## src/rtl/serial_adder_pkg.sv

```systemverilog
// Shared types and helpers for the bit-serial adder.
package serial_adder_pkg;

  // Default operand and sum width.
  localparam int unsigned SADD_N = 4;

  // Sequencer states.
  typedef enum logic [1:0] {
    StIdle = 2'd0,
    StRun  = 2'd1,
    StDone = 2'd2
  } state_e;

  // Ceiling log2, never less than 1 so a counter always has at least one bit.
  function automatic int unsigned clog2(input int unsigned value);
    int unsigned result;
    result = 0;
    for (int unsigned i = 0; i < 32; i++) begin
      if ((64'd1 << i) < 64'(value)) begin
        result = i + 1;
      end
    end
    if (result == 0) begin
      result = 1;
    end
    return result;
  endfunction

endpackage

```

## src/rtl/sadd_bitcnt.sv

```systemverilog
// Bit counter for the serial adder: clear, enable, and a flag on the last bit.
module sadd_bitcnt
  import serial_adder_pkg::*;
#(
  parameter int unsigned N = SADD_N,
  parameter int unsigned W = clog2(N)
) (
  input  logic clk,
  input  logic rst_n,
  input  logic clr,
  input  logic en,
  output logic last
);

  localparam logic [W-1:0] LastVal = W'(N - 1);

  logic [W-1:0] cnt_q;
  logic [W-1:0] cnt_d;

  // Next count: clear wins, then modulo increment that returns to 0 after the last bit.
  always_comb begin
    cnt_d = cnt_q;
    if (clr) begin
      cnt_d = '0;
    end else if (en) begin
      cnt_d = last ? '0 : cnt_q + 1'b1;
    end
  end

  // Count register.
  always_ff @(posedge clk or negedge rst_n) begin
    if (!rst_n) begin
      cnt_q <= '0;
    end else begin
      cnt_q <= cnt_d;
    end
  end

  assign last = (cnt_q == LastVal);

endmodule

```

## src/rtl/serial_adder.sv

```systemverilog
// Bit-serial N-bit adder: one full-adder cell, LSB first, start/done handshake.
module serial_adder
  import serial_adder_pkg::*;
#(
  parameter int unsigned N = SADD_N
) (
  input  logic         clk,
  input  logic         rst_n,
  input  logic         start,
  input  logic [N-1:0] a,
  input  logic [N-1:0] b,
  input  logic         ci,
  output logic         busy,
  output logic         done,
  output logic [N-1:0] s,
  output logic         co
);

  localparam int unsigned CntW = clog2(N);

  state_e       state_q;
  logic [N-1:0] sh_a_q;
  logic [N-1:0] sh_b_q;
  logic [N-1:0] sh_s_q;
  logic         carry_q;
  logic         busy_q;
  logic         done_q;
  logic [N-1:0] s_q;
  logic         co_q;

  logic         sum_bit;
  logic         carry_d;
  logic [N-1:0] sh_s_d;
  logic         cnt_clr;
  logic         cnt_en;
  logic         cnt_last;

  // Single full-adder cell over the current LSBs and the held carry.
  always_comb begin
    sum_bit = sh_a_q[0] ^ sh_b_q[0] ^ carry_q;
    carry_d = (sh_a_q[0] & sh_b_q[0]) | (sh_a_q[0] & carry_q) | (sh_b_q[0] & carry_q);
    sh_s_d  = {sum_bit, sh_s_q[N-1:1]};
    cnt_clr = (state_q == StIdle) && start;
    cnt_en  = (state_q == StRun);
  end

  sadd_bitcnt #(
    .N (N),
    .W (CntW)
  ) u_bitcnt (
    .clk   (clk),
    .rst_n (rst_n),
    .clr   (cnt_clr),
    .en    (cnt_en),
    .last  (cnt_last)
  );

  // Sequencer and datapath; s/co only update on the completion edge.
  always_ff @(posedge clk or negedge rst_n) begin
    if (!rst_n) begin
      state_q <= StIdle;
      sh_a_q  <= '0;
      sh_b_q  <= '0;
      sh_s_q  <= '0;
      carry_q <= 1'b0;
      busy_q  <= 1'b0;
      done_q  <= 1'b0;
      s_q     <= '0;
      co_q    <= 1'b0;
    end else begin
      case (state_q)
        StIdle: begin
          done_q <= 1'b0;
          if (start) begin
            sh_a_q  <= a;
            sh_b_q  <= b;
            sh_s_q  <= '0;
            carry_q <= ci;
            busy_q  <= 1'b1;
            state_q <= StRun;
          end
        end
        StRun: begin
          sh_a_q  <= sh_a_q >> 1;
          sh_b_q  <= sh_b_q >> 1;
          sh_s_q  <= sh_s_d;
          carry_q <= carry_d;
          if (cnt_last) begin
            s_q     <= sh_s_d;
            co_q    <= carry_d;
            done_q  <= 1'b1;
            state_q <= StDone;
          end
        end
        StDone: begin
          done_q  <= 1'b0;
          busy_q  <= 1'b0;
          state_q <= StIdle;
        end
        default: begin
          done_q  <= 1'b0;
          busy_q  <= 1'b0;
          state_q <= StIdle;
        end
      endcase
    end
  end

  assign busy = busy_q;
  assign done = done_q;
  assign s    = s_q;
  assign co   = co_q;

endmodule

```

## config.mk

```make
export PLATFORM = sky130hd
export DESIGN_NAME = serial_adder
export DESIGN_NICKNAME = d
export VERILOG_FILES = /design/src/rtl/serial_adder_pkg.sv /design/src/rtl/sadd_bitcnt.sv /design/src/rtl/serial_adder.sv
export SDC_FILE = /design/constraint.sdc
export NUM_CORES = 1
export LEC_CHECK = 0
export ABC_AREA = 1
export BUFFER_PORTS_ARGS = -buffer_cell sky130_fd_sc_hd__buf_2
export CAP_MARGIN = 10
export CORE_MARGIN = 2
export CORE_UTILIZATION = 55
export DETAILED_ROUTE_END_ITERATION = 7
export GPL_ROUTABILITY_DRIVEN = 0
export PLACE_DENSITY = 0.79
export SLEW_MARGIN = 20
export SYNTH_ARGS = -nofsm -noshare
export SYNTH_HDL_FRONTEND = slang
export SYNTH_HIERARCHICAL = 1
export SYNTH_SLANG_ARGS = --single-unit
```

## constraint.sdc

```tcl
create_clock -name clk -period 1.7 [get_ports clk]
set_input_delay 0.17 -clock clk [delete_from_list [all_inputs] [get_ports clk]]
set_output_delay 0.17 -clock clk [all_outputs]
set_load 0.03 [all_outputs]
```

==> impl_results.md, run 1 <==
- Power Internal: between 0.001 and 0.0015 W
- Maximum root-to-sink buffer count: 2
- Final instance area: about 1200 µm²
- First-pass DRT Iterations: 4
- Critical R2R Launch: state_q[1]
- Max-Cap Viols: 0
- Vias in the first global route: about 760
- CTS Buf Count: 3
- Mux contribution to synthesized area: 0%
- Adder-cell share of the synthesized area: under 10%
- First-pass GRT wire length: roughly 3400 µm
- Hold Path Depth: 3
- Setup_tns: 0 ns
- PD cells: roughly 1900 nW/µm²
- Pin count of the biggest net entering global routing: 24
- Cells after DPL: about 160
- Syn avg cell area: between 9 and 10 µm²
- # clock sinks: 23
- Core area: between 1500 and 2000 µm²
- Layout area overhead: 11.5%
- CP arrival: 1.50 ns
- Worst reg2reg path depth: 6
- Yosys top cell area share: roughly 53%
- Hold Startpoint: b[3]
- H-tree depth: 1
- Worst hold endpoint: sh_b_q[3]
- P_leak: roughly 0.67 nW
- Number of routed nets with antenna violations: 0
- Main combinational cell family by area after synthesis: simple AND/OR/NAND/NOR gates
- RSZ-0062 raised after global routing: false
- Total wire length: 1870 µm
- Fraction of layout instances using a drive strength above 1: between 20% and 30%
- Worst R2R End: u_bitcnt/cnt_q[0]
- Cell Rows: 16
- Sw frac: a little under half
- TritonCTS clock tree: yes
- Initial Util: a little under three fifths
- Total GRT Usage: a little under a fifth
- Fin cells: about 170
- Count of pins over their slew limit: 0
- Seq pwr share: 42.0%
- Final hold vios: 0
- Crit. End Element: register
- Fin Hold WS: approximately 0.053 ns
- F_max: roughly 780 MHz
- Rel. slew slack: about 66%
- Commonest non-fill, non-tap cell in the layout: nand2_1
- Run status: finished, final reports clean
- Number of synthesis warnings: 6
- Highest-count cells in the layout ignoring fill and taps: 50 x nand2_1, 23 x dfrtp_1, 18 x nand3_1, 18 x buf_2, 5 x inv_1
- R2r setup slk: approximately 0.4 ns
- Skew final: just under 0.005 ns
- Grt ovf: 0
- Register area share after synthesis: between 50% and 60%
- Crit path time final: between 1 and 1.5 ns
- Sw power: roughly 0.0010 W
- Detailed Place HPWL: between 1000 and 1500 µm
- Synth Area in XOR/XNOR: 0%
- Worst slew pin tran: a little over 0.5 ns
- Clock root buffer: clkbuf_4
- Die width: between 40 and 50 µm
- WP data required: about 1.9 ns
- Leading post-synthesis cells by cell area: dfrtp_1 53%, nand2_1 17%, nand3_1 8.2%
- Vias per cell: between 4 and 5
- Drc violations: 0
- Net count after synthesis: 135
- Hold Crit Class: primary input to register
- Port Buffer Count: 18
- Synth Area in Simple Gates: between 30% and 40%
- Clock Pin Slew Worst Setup and Hold Paths: between 0.1 and 0.15 ns
- Via count: 800
- DP Worst Slack: 0.417 ns
- DR WL/cell: between 10 and 15 µm
- CP Class: register to register
- Top Ports: 19
- Tcrit/Tclk final: between 70% and 80%
- DIE AREA: approximately 2400 µm²
- Combinational Power Share: roughly 47%
- Mapped Cells: approximately 120
- Fin worst setup slack: between 0.4 and 0.5 ns
- Clock group share of total power: between 10 and 15%
- Die Y: roughly 49 µm
- Placed inst area: 1190 µm²
- Post-CTS setup repair buffer count: 0
- Nets: between 150 and 200
- Initial antenna violation count: 0
- Post-synthesis cell area: approximately 1100 µm²
- Synth area leader: dfrtp_1
- Synth Area in Compound Gates: under 10%
- N_diodes: 0
- FF+latch count, synth: 23
- Post-synth cell types: 17
- # setup viols final: 0
- Clock Latency Late Sink: between 0.3 and 0.4 ns
- DR iter-0 viols: 19
- Crit path launch type: register
- Crit Path Max Fanout: 11
- Filler instances: 179
- Peak supply drop: roughly 920 µV
[worst max-delay path, stage by stage (launching register included)]
cell	delay [ns]
dfrtp_1	0.45
inv_4	0.16
nand2_4	0.15
nor2_2	0.22
inv_1	0.08
nand3_1	0.08
nand2_1	0.05
[metrics by stage]
| stage | power, W | utilization (%) |
|---|---|---|
| after floorplan | 0.00186 | - |
| after global placement | 0.00204 | 61.7 |
| after detailed placement | 0.00205 | 61.7 |
| after CTS | 0.00230 | 63.6 |
| after global routing | 0.00248 | 63.6 |
| final | 0.00228 | 63.6 |
[per-layer routing]
| layer | part of all wire [%] | track usage, % | up-vias |
|---|---|---|---|
| met5 | 0 | 0 | - |
| met4 | 2.0 | 8.57 | 0 |
| met3 | 4.4 | 2.78 | 5 |
| met2 | 43 | 28.3 | 21 |
| met1 | 51 | 26.0 | 346 |
| li1 | - | - | 428 |
[cell type report]
cell class / instances / area, µm² / area share (%)
repair buffers: 19 / 100 / 8.19
flip-flops and latches: 23 / 576 / 47.1
multi-input cells: 87 / 454 / 37.2
well taps: 27 / 33.8 / 2.76
inverters: 8 / 32.5 / 2.66
clock buffers: 4 / 26.3 / 2.15
[power by group through the flow]
stage                     sequential (W)  clock, W  combinational [W]
after detailed placement        0.000965         0            0.00109
final                           0.000957  0.000247            0.00108
after global placement          0.000963         0            0.00107
after floorplan                  0.00106         0           0.000794
after CTS                       0.000958  0.000256            0.00109
after global routing            0.000989  0.000282            0.00121
[what timing repair did]
item / 4_1_cts / 5_1_grt
hold endpoints to repair: 23 / 0
hold buffers: 1 / 0
gates resized for setup: 0 / 0
[how the worst max path moves through the flow]
stage	start	to	slack, ns
finish	state_q[1]	u_bitcnt/cnt_q[0]	0.41
global route	state_q[1]	u_bitcnt/cnt_q[0]	0.30
CTS	state_q[1]	u_bitcnt/cnt_q[0]	0.40
detailed placement	state_q[1]	u_bitcnt/cnt_q[0]	0.42
global placement	state_q[1]	u_bitcnt/cnt_q[0]	0.43
floorplan	sh_a_q[0]	carry_q	0.56
[registers in the layout, summed over array words and instances (netlist names)]
name,flops
s,4
co,1
sh_b_q,4
sh_a_q,4
busy,1
sh_s_q,3
done,1
carry_q,1
state_q,2
u_bitcnt/cnt_q,2
[synth_stat cells, drive strengths merged]
library cell and number:
nand2 54, dfrtp 23, nand3 18, inv 8, o21ai 7, nor2 6, buf 3, fa 1
ha 1
[kinds of logic after synthesis]
group,count (synthesis)
and+or+nand+nor,78
buffers and inverters,11
AOI/OAI and AO/OA,7
adders and majority gates,2
DFF,23
(Power assumes the default switching activity.)
==> run 2, diff against run 1 <==
--- a/config.mk
+++ b/config.mk
@@ -8,11 +8,12 @@
 export ABC_AREA = 1
 export BUFFER_PORTS_ARGS = -buffer_cell sky130_fd_sc_hd__buf_2
 export CAP_MARGIN = 10
+export CORE_ASPECT_RATIO = 1.75
 export CORE_MARGIN = 2
-export CORE_UTILIZATION = 55
+export CORE_UTILIZATION = 48
 export DETAILED_ROUTE_END_ITERATION = 7
 export GPL_ROUTABILITY_DRIVEN = 0
-export PLACE_DENSITY = 0.79
+export PLACE_DENSITY = 0.73
 export SLEW_MARGIN = 20
 export SYNTH_ARGS = -nofsm -noshare
 export SYNTH_HDL_FRONTEND = slang
==> constraint.sdc (replaced) <==
create_clock -name clk -period 1.14 [get_ports clk]
set_input_delay 0.114 -clock clk [delete_from_list [all_inputs] [get_ports clk]]
set_output_delay 0.114 -clock clk [all_outputs]
set_load 0.03 [all_outputs]
==> run 2 against run 1 <==
The run now ends with negative setup slack left. Combinational power up 85%. Worst hold slack worse by 0.043 ns. Worst setup slack worse by 0.45 ns. Power up 65%. Flip-flop and latch count unchanged. Die area up 14%. Final area up 10%. Register-to-register slack worse by 0.45 ns. Critical path depth down 3. Clock skew up 0.0019 ns. Clock-buffer cell count unchanged. Critical endpoint is now sh_s_q[3]. Largest power group unchanged.
==> impl_results.md, run 2 (synthesis results as in run 1) <==
- Power, Total: 0.00375 W (+65%)
- Vias per cell: 5.18 (+8.8%)
- WP data required: 1.40 ns (-0.51 ns)
- Area of the multi-input gates: 492 µm² (+8.3%)
- Top Ports: 19 (unchanged)
- Total GRT Usage: 19.9% (+1.4 points)
- Number of routed nets with antenna violations: 0 (unchanged)
- Max-Cap Viols: 0 (unchanged)
- CTS Buf Count: 3 (unchanged)
- Core area: 2120 µm² (+10%)
- Crit path largest cell delay: 0.59 ns (+0.14 ns)
- Hold Crit Class: primary input to register
- # setup viols final: 2 (+2)
- Commonest non-fill, non-tap cell in the layout: nand2_1
- N_diodes: 0 (unchanged)
- Count of pins over their slew limit: 0 (unchanged)
- H-tree depth: 1 (unchanged)
- Nets: 166 (+6.4%)
- Crit path cell chain: fa_2 > nand2_1 > o21ai_2
- Rel. slew slack: 65.9% (-0.38 points)
- Via count: 907 (+13%)
- Cell Rows: 22 (+6)
- Fraction of layout instances using a drive strength above 1: 31.1% (+7.0 points)
- Slowest CP cell: fa_2
- Highest-count cells in the layout ignoring fill and taps: 50 x nand2_1, 22 x dfrtp_1, 18 x buf_2, 17 x nand3_1
- First-pass DRT Iterations: 4 (unchanged)
- Die Y: 67.2 µm (+38%)
- CP bufs+invs: 0 (-2)
- Clock Pin Slew Worst Setup and Hold Paths: 0.12 ns (about the same)
- Die width: 40.1 µm (-18%)
- CP Class: register to register
- Reg area: 577 µm² (+0.22%)
- Port Buffer Count: 18 (unchanged)
- First-pass GRT wire length: 3660 µm (+8.8%)
- Post-Route Utilization: 63.6% (about the same)
- CP top delay family: adder cells
- Fin cells: 175 (+4.2%)
- Final hold vios: 0 (unchanged)
- RSZ-0062 raised after global routing: true
- Crit. End Element: register
- Skew final: 0.00686 ns (+0.00191 ns)
- P_leak: 0.725 nW (+8.6%)
- Fin Hold WS: 0.0103 ns (-0.0427 ns)
- Filler instances: 165 (-7.8%)
- Maximum root-to-sink buffer count: 2 (unchanged)
- TritonCTS clock tree: yes
- Total wire length: 2150 µm (+15%)
- # clock sinks: 23 (unchanged)
- Initial Util: 51.7% (-5.3 points)
- Crit path launch type: register
- CP arrival: 1.44 ns (-0.06 ns)
- Tcrit/Tclk final: 103% (+28 points)
- Layout area overhead: 22.9%
- Peak supply drop: 1450 µV (+57%)
- DR iter-0 viols: 21 (+2)
- Fin worst setup slack: -0.0397 ns (-0.451 ns)
- Pin count of the biggest net entering global routing: 24 (unchanged)
- Crit path time final: 1.18 ns (-0.109 ns)
- Grt ovf: 0 (unchanged)
- Violated checks: negative setup slack
- DIE AREA: 2700 µm² (+14%)
- Drc violations: 0 (unchanged)
- Setup_tns: -0.0602 ns (-0.0602 ns)
- DR WL/cell: 12.3 µm (+10%)
- Vias in the first global route: 918 (+20%)
- Worst slew pin tran: 0.512 ns (+0.00570 ns)
- Cells after DPL: 165 (+1.2%)
- Clock Latency Late Sink: 0.31 ns (about the same)
- Clock root buffer: clkbuf_4
- Initial antenna violation count: 0 (unchanged)
- F_max: 848 MHz (+9.2%)
- Crit Path Max Fanout: 2 (-9)
- Detailed Place HPWL: 1470 µm (+9.7%)
- PD cells: 2790 nW/µm² (+49%)
- Run status: complete, but fails checks
[run 2: changes by cell type in the layout (fill, tap and decap cells not counted), sizes merged]
cell and delta:
buf +7, nand2 +2, clkinv +1, dlygate4sd3 +1, inv -1
[run 2: metrics by stage]
stage | cell area [µm²] | worst slack, ns
finish | 1350 | -0.0397
floorplan | 1100 | 0.00485
CTS | 1310 | -0.0369
global placement | 1240 | -0.00609
global route | 1350 | -0.0781
detailed placement | 1240 | -0.0517
[run 2: worst reg2reg max path, cell delays in order, from the launching register on]
cell and delay (ns):
dfrtp_1 0.43, fa_2 0.59, nand2_1 0.06, o21ai_2 0.05
[run 2: final cells by class]
class,instances,area share [%]
Sequential cell,23,42.8
Multi-Input combinational cell,89,36.5
Timing Repair Buffer,27,13.9
Inverter,8,2.60
Tap cell,24,2.23
Clock buffer,4,1.95
[run 2: final timing paths]
kind                         start    endpoint  slack (ns)  cells past startpoint
min in group asynchronous    rst_n        s[2]        0.29                      2
hold / removal                b[3]   sh_b_q[3]        0.01                      3
max in group asynchronous    rst_n  state_q[1]        0.49                      2
setup reg to reg           carry_q   sh_s_q[3]       -0.04                      3
hold reg to reg                 co          co        0.49                      2
setup / recovery           carry_q   sh_s_q[3]       -0.04                      3
[run 2: where the power goes]
group          internal, W  switching (W)
clock network     0.000137       0.000237
logic             0.000754        0.00125
registers          0.00117       0.000212
[run 2: what timing repair did]
action | in CTS | in global routing
cloned | 0 | 2
gates resized for setup | 3 | 3
endpoints found under the setup margin | 7 | 10
buffers inserted | 1 | 1
hold endpoints to repair | 24 | 0
pin swaps | 4 | 2
hold buffers | 2 | 0
[run 2: layer usage]
layer / track usage (%) / part of all wire [%] / up-vias / routed length (µm)
met5: 0 / 0 / - / 0
met4: 12.1 / 2.1 / 0 / 46
met3: 1.97 / 3.4 / 4 / 73
met2: 33.1 / 54 / 21 / 1150
met1: 23.1 / 41 / 434 / 872
li1: - / - / 448 / -
